==> src/rtl/decode_pkg.sv <==
// Shared opcode constants, instruction class codes and the queued decode record
// for the MIPS decode stage.
package decode_pkg;

  localparam logic [5:0] OP_RTYPE = 6'h00;
  localparam logic [5:0] OP_J     = 6'h02;
  localparam logic [5:0] OP_JAL   = 6'h03;
  localparam logic [5:0] OP_BEQ   = 6'h04;
  localparam logic [5:0] OP_BNE   = 6'h05;
  localparam logic [5:0] OP_ANDI  = 6'h0C;
  localparam logic [5:0] OP_ORI   = 6'h0D;
  localparam logic [5:0] OP_XORI  = 6'h0E;
  localparam logic [5:0] OP_LUI   = 6'h0F;
  localparam logic [5:0] OP_LW    = 6'h23;
  localparam logic [5:0] OP_SW    = 6'h2B;

  typedef enum logic [2:0] {
    CLS_R       = 3'd0,
    CLS_J       = 3'd1,
    CLS_JAL     = 3'd2,
    CLS_BRANCH  = 3'd3,
    CLS_LOAD    = 3'd4,
    CLS_STORE   = 3'd5,
    CLS_IMM     = 3'd6,
    CLS_ILLEGAL = 3'd7
  } class_t;

  // Width-independent part of a queue entry; the DATA_W/PC_W-sized values live
  // in parallel arrays inside the stage.
  typedef struct packed {
    logic [5:0] opcode;
    logic [4:0] rs;
    logic [4:0] rt;
    logic [4:0] rd;
    logic [4:0] shamt;
    logic [5:0] funct;
    class_t     cls;
  } decoded_t;

endpackage

==> src/rtl/decode_comb.sv <==
// Pure combinational MIPS decode: fields, extended immediate, jump target, class.
// Unsupported opcodes become CLS_ILLEGAL when DECODE_ILLEGAL_TRAP_EN is defined.
module decode_comb
  import decode_pkg::*;
#(
  parameter int DATA_W = 32,
  parameter int PC_W   = 32
) (
  input  logic [31:0]       instr,
  input  logic [PC_W-1:0]   pc,
  output decoded_t          fields,
  output logic [DATA_W-1:0] imm_ext,
  output logic [PC_W-1:0]   jtarget
);

  logic [5:0]      opcode;
  logic [15:0]     imm;
  logic [PC_W-1:0] pc4;

  assign opcode = instr[31:26];
  assign imm    = instr[15:0];
  assign pc4    = pc + PC_W'(4);

  always_comb begin
    // NOTE: every output gets a default first so no path through the case
    // statements leaves a variable unassigned and infers a latch.
    fields        = '0;
    fields.opcode = opcode;
    fields.rs     = instr[25:21];
    fields.rt     = instr[20:16];
    fields.rd     = instr[15:11];
    fields.shamt  = instr[10:6];
    fields.funct  = instr[5:0];

    case (opcode)
      OP_ANDI, OP_ORI, OP_XORI: imm_ext = {{(DATA_W-16){1'b0}}, imm};
      OP_LUI:                   imm_ext = DATA_W'({imm, 16'h0000});
      default:                  imm_ext = {{(DATA_W-16){imm[15]}}, imm};
    endcase

    // Upper bits come from pc+4; the low 28 bits are the word index.
    jtarget       = pc4;
    jtarget[27:0] = {instr[25:0], 2'b00};

    case (opcode)
      OP_RTYPE:      fields.cls = CLS_R;
      OP_J:          fields.cls = CLS_J;
      OP_JAL:        fields.cls = CLS_JAL;
      OP_BEQ, OP_BNE: fields.cls = CLS_BRANCH;
      OP_LW:         fields.cls = CLS_LOAD;
      OP_SW:         fields.cls = CLS_STORE;
`ifdef DECODE_ILLEGAL_TRAP_EN
      default: fields.cls = (opcode inside {[6'h08:6'h0F]}) ? CLS_IMM : CLS_ILLEGAL;
`else
      default: fields.cls = CLS_IMM;
`endif
    endcase
  end

endmodule

==> src/rtl/decode_stage.sv <==
// Registered MIPS decode stage: decodes on push, queues DEPTH entries, valid/ready
// on both sides. Define DECODE_ILLEGAL_TRAP_EN for the ILLEGAL class and illegal_seen.
module decode_stage
  import decode_pkg::*;
#(
  parameter int DATA_W = 32,
  parameter int PC_W   = 32,
  parameter int DEPTH  = 2
) (
  input  logic                     clk,
  input  logic                     rst_n,
  input  logic                     flush,
  input  logic                     in_valid,
  output logic                     in_ready,
  input  logic [31:0]              in_instr,
  input  logic [PC_W-1:0]          in_pc,
  output logic                     out_valid,
  input  logic                     out_ready,
  output logic [5:0]               out_opcode,
  output logic [4:0]               out_rs,
  output logic [4:0]               out_rt,
  output logic [4:0]               out_rd,
  output logic [4:0]               out_shamt,
  output logic [5:0]               out_funct,
  output logic [DATA_W-1:0]        out_imm_ext,
  output logic [PC_W-1:0]          out_jtarget,
  output logic [2:0]               out_class,
  output logic [PC_W-1:0]          out_pc,
  output logic [$clog2(DEPTH):0]   count
`ifdef DECODE_ILLEGAL_TRAP_EN
  ,
  output logic                     illegal_seen
`endif
);

  localparam int PW = $clog2(DEPTH);
  localparam int CW = PW + 1;

  logic [PW-1:0] wr_ptr_q, wr_ptr_d, rd_ptr_q, rd_ptr_d;
  logic [CW-1:0] count_q, count_d;
  logic          push, pop, do_push;

  decoded_t          fld_q [DEPTH];
  logic [DATA_W-1:0] imm_q [DEPTH];
  logic [PC_W-1:0]   jt_q  [DEPTH];
  logic [PC_W-1:0]   pc_q  [DEPTH];

  decoded_t          new_fld;
  logic [DATA_W-1:0] new_imm;
  logic [PC_W-1:0]   new_jt;
  decoded_t          head;

  decode_comb #(.DATA_W(DATA_W), .PC_W(PC_W)) u_decode_comb (
    .instr   (in_instr),
    .pc      (in_pc),
    .fields  (new_fld),
    .imm_ext (new_imm),
    .jtarget (new_jt)
  );

  assign in_ready  = (count_q < CW'(DEPTH));
  assign out_valid = (count_q != '0);
  assign push      = in_valid && in_ready;
  assign pop       = out_valid && out_ready;
  assign do_push   = push && !flush;
  assign count     = count_q;

  always_comb begin
    wr_ptr_d = wr_ptr_q;
    rd_ptr_d = rd_ptr_q;
    count_d  = count_q;
    if (flush) begin
      wr_ptr_d = '0;
      rd_ptr_d = '0;
      count_d  = '0;
    end else begin
      if (do_push) wr_ptr_d = wr_ptr_q + PW'(1);
      if (pop)     rd_ptr_d = rd_ptr_q + PW'(1);
      case ({do_push, pop})
        2'b10:   count_d = count_q + CW'(1);
        2'b01:   count_d = count_q - CW'(1);
        default: count_d = count_q;
      endcase
    end
  end

  always_ff @(posedge clk) begin
    // NOTE: non-blocking assignments so every flop samples pre-edge values,
    // independent of the order the statements are written in.
    if (!rst_n) begin
      wr_ptr_q <= '0;
      rd_ptr_q <= '0;
      count_q  <= '0;
    end else begin
      wr_ptr_q <= wr_ptr_d;
      rd_ptr_q <= rd_ptr_d;
      count_q  <= count_d;
    end
  end

  // NOTE: queue storage is deliberately not reset; outputs are masked with
  // out_valid, so stale entries are never observable.
  always_ff @(posedge clk) begin
    if (do_push) begin
      fld_q[wr_ptr_q] <= new_fld;
      imm_q[wr_ptr_q] <= new_imm;
      jt_q[wr_ptr_q]  <= new_jt;
      pc_q[wr_ptr_q]  <= in_pc;
    end
  end

  assign head        = fld_q[rd_ptr_q];
  assign out_opcode  = out_valid ? head.opcode     : '0;
  assign out_rs      = out_valid ? head.rs         : '0;
  assign out_rt      = out_valid ? head.rt         : '0;
  assign out_rd      = out_valid ? head.rd         : '0;
  assign out_shamt   = out_valid ? head.shamt      : '0;
  assign out_funct   = out_valid ? head.funct      : '0;
  assign out_class   = out_valid ? 3'(head.cls)    : 3'd0;
  assign out_imm_ext = out_valid ? imm_q[rd_ptr_q] : '0;
  assign out_jtarget = out_valid ? jt_q[rd_ptr_q]  : '0;
  assign out_pc      = out_valid ? pc_q[rd_ptr_q]  : '0;

`ifdef DECODE_ILLEGAL_TRAP_EN
  logic illegal_seen_q, illegal_seen_d;

  // Sticky: survives flush, cleared only by reset.
  assign illegal_seen_d = illegal_seen_q || (do_push && new_fld.cls == CLS_ILLEGAL);

  always_ff @(posedge clk) begin
    if (!rst_n) illegal_seen_q <= 1'b0;
    else        illegal_seen_q <= illegal_seen_d;
  end

  assign illegal_seen = illegal_seen_q;
`endif

endmodule

==> config.mk <==
export PLATFORM = sky130hd
export DESIGN_NAME = decode_stage
export DESIGN_NICKNAME = d
export VERILOG_FILES = /design/src/rtl/decode_pkg.sv /design/src/rtl/decode_comb.sv /design/src/rtl/decode_stage.sv
export SDC_FILE = /design/constraint.sdc
export NUM_CORES = 1
export LEC_CHECK = 0
export BUFFER_PORTS_ARGS = -buffer_cell sky130_fd_sc_hd__buf_4
export CORE_MARGIN = 4
export CORE_UTILIZATION = 35
export DETAILED_ROUTE_END_ITERATION = 16
export GPL_ROUTABILITY_DRIVEN = 1
export HOLD_SLACK_MARGIN = 0.08
export PLACE_DENSITY_LB_ADDON = 0.25
export SLEW_MARGIN = 20
export SYNTH_ARGS = -nofsm -noshare
export SYNTH_HDL_FRONTEND = slang
export SYNTH_HIERARCHICAL = 1
export SYNTH_SLANG_ARGS = --single-unit
==> constraint.sdc <==
create_clock -name clk -period 7.1 [get_ports clk]
set_input_delay 0 -clock clk [delete_from_list [all_inputs] [get_ports clk]]
set_output_delay 0 -clock clk [all_outputs]
set_load 0.02 [all_outputs]
# Word-level counts from Yosys, hierarchy flattened
# Memories as Yosys holds them, arrays and structs flattened. A register that Yosys moved wholly into a read port is not among the register bits.
# Index checks and enable logic that the tools add are counted.
# totals
output_inout_bits	135
latchBits	0
mem_bits_rw	258
mem_bits_ro	0
register_bits	4
mem_count	4
wordCells	59
in_bits	69
# mem_list
memory	words	word_bits	rd	rd_clocked_by_memory_dff	write_ports	line_no	rtl
fld_q	2	35	1	1	1	decode_stage.sv:43	decoded_t fld_q [DEPTH];
imm_q	2	32	1	1	1	decode_stage.sv:44	logic [DATA_W-1:0] imm_q [DEPTH];
pc_q	2	32	1	1	1	decode_stage.sv:46	logic [PC_W-1:0] pc_q [DEPTH];
jt_q	2	30	1	1	1	decode_stage.sv:45	logic [PC_W-1:0] jt_q [DEPTH];
# op_classes
n_mux	23
n_bitwise	1
n_reduce_logical	10
order_cmp	1
n_div	0
n_eq_ne	12
mul	0
addsub	5
shift	0
# ops
op	count
$mux 32	3
$pmux 32 s2	1
$add 32x3->32 const B	1
$eq 6x4->1 const B	4
$mux 5	4
$pmux 3 s6	1
$eq 6x2->1 const B	2
$eq 6x3->1 const B	2
$eq 6x6->1 const B	2
$mux 6	2
$mux 1	10
$logic_not 6->1	1
$pmux 2 s2	1
$reduce_bool 2->1	2
$reduce_or 2->1	2
$logic_and 1x1->1	3
$mux 3	1
$reduce_or 3->1	1
$add 1x1->1 const B	2
$add 2x1->2 const B	1
$eq 2x1->1 const B	1
$eq 2x2->1 const B	1
$lt 2x2->1 const B	1
$sub 2x1->2 const B	1
other kinds (2)	2

# Longest topological paths before layout
# Gate-level depths: netlist of the first run.
# logic_depth
word_depth	5
depth_mapped	6

# Modules after synthesis
# Netlist of the first run, hierarchy kept.
# by_module_without_submodules
mod	area_each_um2	n_inst	cells_each	seq_area_each_um2
decode_stage	10110.9	1	581	7967.6
decode_comb	938.4	1	134	0.0

# Least setup slack after synthesis of the first run
# No wires, ideal clock.
# synth_timing
path_type	flip-flop to flip-flop
from	reg count_q[1], in the netlist count[1]
to	mem fld_q[0][0] in the netlist's numbering, enable pin
period_less_slack_ps	6789
t_required_ps	6478
path_buffers	0
arrival_ps	6166
path_stages_with_launch	4
path_slack_ps	311
path_cell_list	dfxtp_1 -> nor2b_1 -> nand2_1 -> nor2_1
# synth_between
elab_chain_len	5
# synth_rtl
element	line_no	rtl
start, declared	decode_stage.sv:40	logic [CW-1:0] count_q, count_d;
start signal, assigned	decode_stage.sv:97	count_q <= count_d;
$lt 2x2->1	decode_stage.sv:61	assign in_ready = (count_q < CW'(DEPTH));
$logic_and 1x1->1	decode_stage.sv:63	assign push = in_valid && in_ready;
$logic_and 1x1->1	decode_stage.sv:65	assign do_push = push && !flush;
$mux 1	decode_stage.sv:104	if (do_push) begin
$mux 1 (implied by the code)	decode_stage.sv:105	fld_q[wr_ptr_q] <= new_fld;
end, declared	decode_stage.sv:43	
# No other way between the ends.

# Worst setup path in the final report of the first run
# layout_timing
from	reg count_q[1], in the netlist count[1]
to	mem imm_q[1][2], enable pin
# layout_between
elab_chain_len	5
# layout_rtl
element	line_no	rtl
$lt 2x2->1	decode_stage.sv:61	
$logic_and 1x1->1	decode_stage.sv:63	
$logic_and 1x1->1	decode_stage.sv:65	
$mux 1	decode_stage.sv:104	
$mux 1 (implied by the code)	decode_stage.sv:106	imm_q[wr_ptr_q] <= new_imm;
end, declared	decode_stage.sv:44	
# No other way between the ends.

==> results of run 1 <==
[timing repair]
item,in CTS,in global routing
endpoints found under the hold margin,263,0
setup buffers,0,0
hold buffers,68,0
[critical path: cells and delay by family (launching register included)]
kind          cells  cell delay (ns)
flops             1             0.38
buf+inv           1             0.89
simple gates      2             1.02
[placed cells by master (no fill, tap or decap), drive strengths merged, types with 2 or more instances in the layout]
cell / n
clkinv: 12
clkinvlp: 5
nand3: 4
mux2i: 131
nand2: 9
or3: 2
nor4: 3
inv: 9
edfxtp: 262
o21ai: 2
nor2: 139
bufinv: 4
dfxtp: 5
nor2b: 18
xor2: 2
dlygate4sd3: 68
conb: 2
nand4: 8
a21o: 15
clkbuf: 29
xnor2: 6
nor3: 3
buf: 211
[logic make-up (layout without fill, tap and decap cells)]
family                   after synthesis  count (layout)  synth area share (%)
buffers and inverters                 98             338                 6.387
AND/OR/NAND/NOR                      188             188                 7.496
flip-flops                           267             267                 72.11
multiplexers                         131             131                 11.87
XOR/XNOR                               8               8                0.6342
adder cells (fa/ha/maj)                1               1                0.1132
AO/OA/AOI/OAI                         21              21                 1.359
other                                  1               2               0.03394
[metal layers]
layer / global-route usage [%] / vias up
met5: 0 / -
met4: 2.273 / 0
met3: 2.756 / 30
met2: 21.97 / 186
met1: 17.87 / 3086
li1: - / 2977
[registers in the layout (all words and copies together) (netlist names), named ones only]
name,flops
fld_q,70
imm_q,64
jt_q,64
pc_q,64
count,2
rd_ptr_q,1
wr_ptr_q,1
[path summary, 6_finish.rpt]
kind	depth (start not counted)	slack [ns]	end
worst max register to register	3	4.34	imm_q[1][2]$_DFFE_PP_
worst min-delay path	6	0.11	count[0]$_SDFFE_PP0P_
worst max-delay path	3	4.34	imm_q[1][2]$_DFFE_PP_
worst min register to register	2	0.52	rd_ptr_q$_SDFFE_PP0P_
[per-stage QoR]
step	hold WS (ns)	total power [mW]	util, %
finish	0.1118	3.578	45.88
global route	0.1376	3.721	45.88
CTS	0.09263	3.634	45.79
detailed placement	0.1973	2.079	40.41
global placement	0.1934	2.073	40.41
floorplan	0.09887	1.987	-
[where the power goes]
| group | switching (mW) | leakage (nW) | internal (mW) |
|---|---|---|---|
| Clock | 0.607 | 0.468 | 0.897 |
| Sequential | 0.0122 | 2.45 | 1.79 |
| Combinational | 0.156 | 2.12 | 0.118 |
| Total | 0.775 | 5.04 | 2.80 |
[layout make-up]
cell class / instances / area [sq um] / share of cell area [%]
Inverter: 5 / 18.77 / 0.1327
Tap cell: 396 / 495.5 / 3.503
Clock inverter: 25 / 250.2 / 1.769
Sequential cell: 267 / 7971 / 56.36
Timing Repair Buffer: 279 / 2285 / 16.15
Clock buffer: 29 / 725.7 / 5.131
Multi-Input combinational cell: 351 / 2397 / 16.95
==> out/qor.txt, run 1 <==
Worst slew margin: 34.22%
Fmax: 0.3624 GHz
Critical path origin: count[1]$_SDFFE_PP0P_
Clock skew: 0.02115 ns
Final instance area: 0.01414 sq mm
Number of top-level pins: 204
Leakage: 5.037 nW
Post-synth EDFFs: 262
Tmin final: 2.760 ns
Slew @ Worst Pin: 0.9866 ns
Top sig layer: met4
DR vias/cell: 4.644
Starting density of the core: 35.84%
Peak VDD IR: 0.0001521 V
Final setup viols: 0
Critical path's largest stage delay: 0.89 ns
Sequential share of the synthesized area: 72.11%
Clock Tree Root: clkbuf_16
Global route overflow: 0
Largest cells by area after synthesis: edfxtp_1 71%, mux2i_1 12%, nor2_1 4.7%, buf_4 4.5%, a21o_1 1.0%
Worst-path cell chain: nor2b_1, and3_4, buf_4
Post-place setup slack: 4.244 ns
Diode count: 0
Reg-to-Reg Start: count[1]$_SDFFE_PP0P_
#FFs+latches synth: 267
WL/cell: 17.29 um
Placed Instance Area: 0.01246 sq mm
Final WL: 23.37 mm
Antenna viol nets, final: 0
Clk slew on worst S/H paths: 0.06 ns
Num CTS Buffers: 29
Placed insts: 1229
Post-Syn Area: 0.01105 sq mm
Distinct cells, synth: 33
Max-Cap Viols: 0
Top post-synthesis cells by count: 262 x edfxtp_1, 138 x nor2_1, 131 x mux2i_1
Global-route wire length before repair: 35.59 mm
Ratio of cells with drive above 1 in the final layout: 28.03%
Crit path DAT: 2.92 ns
Die Y: 185.7 um
RSZ-0062 raised after global routing: no
Setup TNS: 0 ns
Nets: 1003
Setup ws final: 4.340 ns
Min-Delay Path Class: in2reg
Row count: 64
Initial antenna violation count: 0
Worst skew pair latency: 0.54 ns
Fillers: 2776
Final worst-path cycle share: 38.87%
RD Place Congestion: 0.6933
Crit start category: register
Post-synth top area cell: edfxtp_1
Die ar.: 0.03448 sq mm
Crit. End Element: register
Vias in the first global route: 6384
Non-Filler Instances: 1352
TritonCTS Sinks: 267
Metal-1 WL: 10.27 mm
Final HPWL DP: 14.25 mm
Final slew viol count: 0
PostCTS Resize Cnt: 0
DR DRC count: 0
CP Class: reg2reg
Overall Global Routing Usage: 13.08%
YS warnings: 6
Via Count: 6279
Initial detailed-routing violation count: 353
Syn Inst Count: 715
Status: finished, final reports clean
DR WL met2: 11.24 mm
P&R area growth vs syn: 28.00%
H-tree depth: 1
Core Region: 0.03083 sq mm
CP Max Fanout: 71
Top-area cell type share of the netlist area: 71.20%
Mean post-synth cell area: 15.45 sq um
Port Buffer Count: 203
P per Cell Area: 252.9 mW/mm^2
Met3 routed WL: 1.521 mm
Maximum root-to-sink buffer count: 3
Req. time, crit path: 7.26 ns
Hold Fails Final Rpt: 0
Synth Flop Type: edfxtp_1
Slowest cell on the critical path: buf_4
Hold_sp: flush
Largest net degree at the start of global routing: 85
First-pass DRT Iterations: 5
Die Width: 185.7 um
CTS tree: built
Post-synth ARST share: 0%
Most frequent cell after synthesis: edfxtp_1
(Power assumes the default switching activity.)
==> run 2: changes to the inputs <==
- ABC_AREA: default -> 1
- clock period: 7.1 -> 2.7 ns (I/O delays scaled with it)
==> run 2 against run 1 <==
Effect of this change: sequential power grew to 2.6 times the previous value; sequential share of layout area is 0.39 points lower; global-route usage is 2.0 points higher; synthesized cell count is 32% higher; sequential cell count stayed put; combinational power grew to 2.5 times the previous value; non-clock buffer count is 6 higher; setup slack worse by 3.8 ns; clock skew is 0.0090 ns lower; total power grew to 2.5 times the previous value; synthesized area is 1.4% higher; routed wire length is 16% higher; largest power group unchanged; highest routed layer is now met5.
==> out/qor.txt, run 2 <==
P&R area growth vs syn: 27.17%
Syn Inst Count: 947 (+32%)
Top-area cell type share of the netlist area: 70.22% (-0.99 points)
Most Frequent Cell on Critical Path: buf_4
Global-route wire length before repair: 42.19 mm (+19%)
Synth Flop Type: edfxtp_1
Fmax: 0.4639 GHz
Largest net degree at the start of global routing: 132 (+55%)
CP Max Fanout: 65 (-8.5%)
DR vias/cell: 4.699 (+1.2%)
Initial antenna violation count: 1 (+1)
Setup TNS: 0 ns (unchanged)
Slew @ Worst Pin: 0.8074 ns (-0.1793 ns)
Met1 Usage GRT: 20.79% (+2.9 points)
Setup bufs post-CTS: 0 (unchanged)
Post-Syn Area: 0.01120 sq mm (+1.4%)
Clock Tree Root: clkbuf_16
Final HPWL DP: 16.09 mm (+13%)
Distinct cells, synth: 25 (-24%)
Peak VDD IR: 0.0004796 V (+220%)
Flip-flop and latch area: 0.007975 sq mm (about the same)
Global route overflow: 0 (unchanged)
RD Place Congestion: 0.7517 (+8.4%)
GRT Max-Usage Layer: met2
Req. time, crit path: 2.70 ns (-4.56 ns)
Overall Global Routing Usage: 15.07% (+2.0 points)
Worst slew margin: 46.18% (+12 points)
Final WL: 27.11 mm (+16%)
Initial detailed-routing violation count: 481 (+36%)
Crit start category: register
Reg with most FFs: fld_q
Final setup viols: 0 (unchanged)
Antenna viol nets, final: 0 (unchanged)
Min-Delay Endpoint: pc_q[1][3]$_DFFE_PP_
Largest cells by area after synthesis: edfxtp_1 70%, nand2_1 11%, a21oi_1 5.9%, buf_4 4.2%, nor2_1 1.6%
Final slew viol count: 0 (unchanged)
Ratio of cells with drive above 1 in the final layout: 23.31% (-4.7 points)
P per Cell Area: 638.7 mW/mm^2 (+150%)
Met2 layer usage reported by global route: 24.43% (+2.5 points)
Sequential share of the synthesized area: 71.11% (-1.0 points)
Routing usage on met3: 2.781% (+0.025 points)
Leakage: 5.518 nW (+9.6%)
Hold_sp: in_pc[3]
Nets: 1228 (+22%)
Hold Fails Final Rpt: 0 (unchanged)
Final instance area: 0.01425 sq mm (+0.74%)
Most common cell after layout, fill and taps aside: nand2_1
Row count: 65 (+1.6%)
Via Count: 7434 (+18%)
Post-synth top area cell: edfxtp_1
FF-to-FF setup slack: 0.64 ns (-3.70 ns)
Num CTS Buffers: 29 (unchanged)
Post-synth ARST share: 0% (unchanged)
RSZ-0062 raised after global routing: no
Port Buffer Count: 203 (unchanged)
Critical path's largest stage delay: 0.59 ns (-0.30 ns)
Die Width: 186.9 um (+0.67%)
DR DRC count: 0 (unchanged)
Placed Instance Area: 0.01265 sq mm (+1.5%)
Diode count: 0 (unchanged)
TritonCTS Sinks: 267 (unchanged)
Core Util, Final: 45.15% (-0.72 points)
Post-synth EDFFs: 262 (unchanged)
H-tree depth: 1 (unchanged)
Die ar.: 0.03494 sq mm (+1.3%)
Vias in the first global route: 7421 (+16%)
Worst-path cell chain: nor2_4, buf_4, a21oi_1, buf_4
Top post-synthesis cells by count: 316 x nand2_1, 262 x edfxtp_1, 133 x a21oi_1
Status: finished, final reports clean
CTS tree: built
Max reg flops: 70 (unchanged)
Mean post-synth cell area: 11.83 sq um (-23%)
Min-Delay Path Class: in2reg
Max-Cap Viols: 0 (unchanged)
Area of the multi-input gates: 0.002349 sq mm (-2.0%)
PostCTS Resize Cnt: 0 (unchanged)
First-pass DRT Iterations: 5 (unchanged)
Worst skew pair latency: 0.55 ns (about the same)
CP Class: reg2out
#FFs+latches synth: 267 (unchanged)
Starting density of the core: 35.51% (-0.33 points)
YS warnings: 6 (unchanged)
Most frequent cells in the layout: 316 x nand2_1, 262 x edfxtp_1, 209 x buf_4, 133 x a21oi_1, 71 x dlygate4sd3_1
Fillers: 2894 (+4.3%)
Reg-to-Reg Start: count[0]$_SDFFE_PP0P_
Crit. End Element: output pin
Final worst-path cycle share: 79.84%
Maximum root-to-sink buffer count: 3 (unchanged)
FF-to-FF path depth: 7 (+4)
Clock skew: 0.01218 ns (-0.008974 ns)
Clk slew on worst S/H paths: 0.06 ns (about the same)
Die Y: 186.9 um (+0.67%)
CTS Hold Bufs: 71 (+4.4%)
Number of top-level pins: 204 (unchanged)
Tmin final: 2.156 ns
Slowest cell on the critical path: buf_4
Hold Path Cell Cnt: 2 (-4)
CP top delay family: buffers and inverters
Crit path DAT: 2.16 ns (-0.76 ns)
Core Region: 0.03156 sq mm (+2.4%)
CP Buf/Inv Count: 2 (+1)
WL/cell: 17.14 um (-0.86%)
Most frequent cell after synthesis: nand2_1
==> run 2: final cells by class <==
| class | count | share of cell area, % |
|---|---|---|
| Clock inverter | 15 | 0.9132 |
| Tap cell | 402 | 3.530 |
| Timing Repair Buffer | 285 | 16.70 |
| Clock buffer | 38 | 5.330 |
| Multi-Input combinational cell | 537 | 16.48 |
| Sequential cell | 267 | 55.97 |
| Inverter | 38 | 1.071 |
==> run 2: through the flow <==
step	setup slack, ns	cells	hold WS, ns	power, mW
detailed placement	1.013	1458	0.1894	5.412
global placement	1.036	1458	0.1883	5.404
CTS	0.5184	1582	0.1630	9.214
finish	0.5444	1582	0.1967	9.100
floorplan	-0.2671	948	0.09887	5.168
global route	0.4191	1582	0.1756	9.457
==> run 2: worst register-to-register path, delay by kind of cell (launching register included) <==
family	cells	cell delay, ns
buffers and inverters	2	1.11
flip-flops	1	0.45
AND/OR/NAND/NOR	5	0.40
==> run 2: how the worst max path moves through the flow <==
stage          slack, ns  cells past startpoint             startpoint                      to
6_report            0.54                      4  count[1]$_SDFFE_PP0P_           out_opcode[1]
5_1_grt             0.42                      4  count[0]$_SDFFE_PP0P_          out_imm_ext[0]
4_1_cts             0.52                      4  count[1]$_SDFFE_PP0P_           out_opcode[1]
3_5_place_dp        1.01                      4  count[1]$_SDFFE_PP0P_   jt_q[0][13]$_DFFE_PP_
3_3_place_gp        1.04                      4  count[1]$_SDFFE_PP0P_  fld_q[0][15]$_DFFE_PP_
2_1_floorplan      -0.27                      3  count[1]$_SDFFE_PP0P_   fld_q[1][0]$_DFFE_PP_
==> run 2: cells by family (layout without fill, tap and decap cells) <==
family | Yosys count | count (layout) | share of synthesized area, %
AO/OA/AOI/OAI | 152 | 152 | 7.158
other | 1 | 2 | 0.03347
adder cells (fa/ha/maj) | 1 | 1 | 0.1117
flip-flops | 267 | 267 | 71.11
AND/OR/NAND/NOR | 382 | 382 | 13.38
buffers and inverters | 144 | 376 | 8.208
==> run 2: per-layer routing <==
metal	share of wire, %	wire, um
met1	45	12150
met2	47	12850
met3	5.2	1397
met4	2.6	709
met5	0.026	7
==> run 2: report_power, final <==
part	leakage, nW	switching [mW]	internal, mW
Clock	0.434	1.53	2.17
Sequential	2.45	0.0249	4.68
Combinational	2.63	0.415	0.278
Total	5.52	1.97	7.13
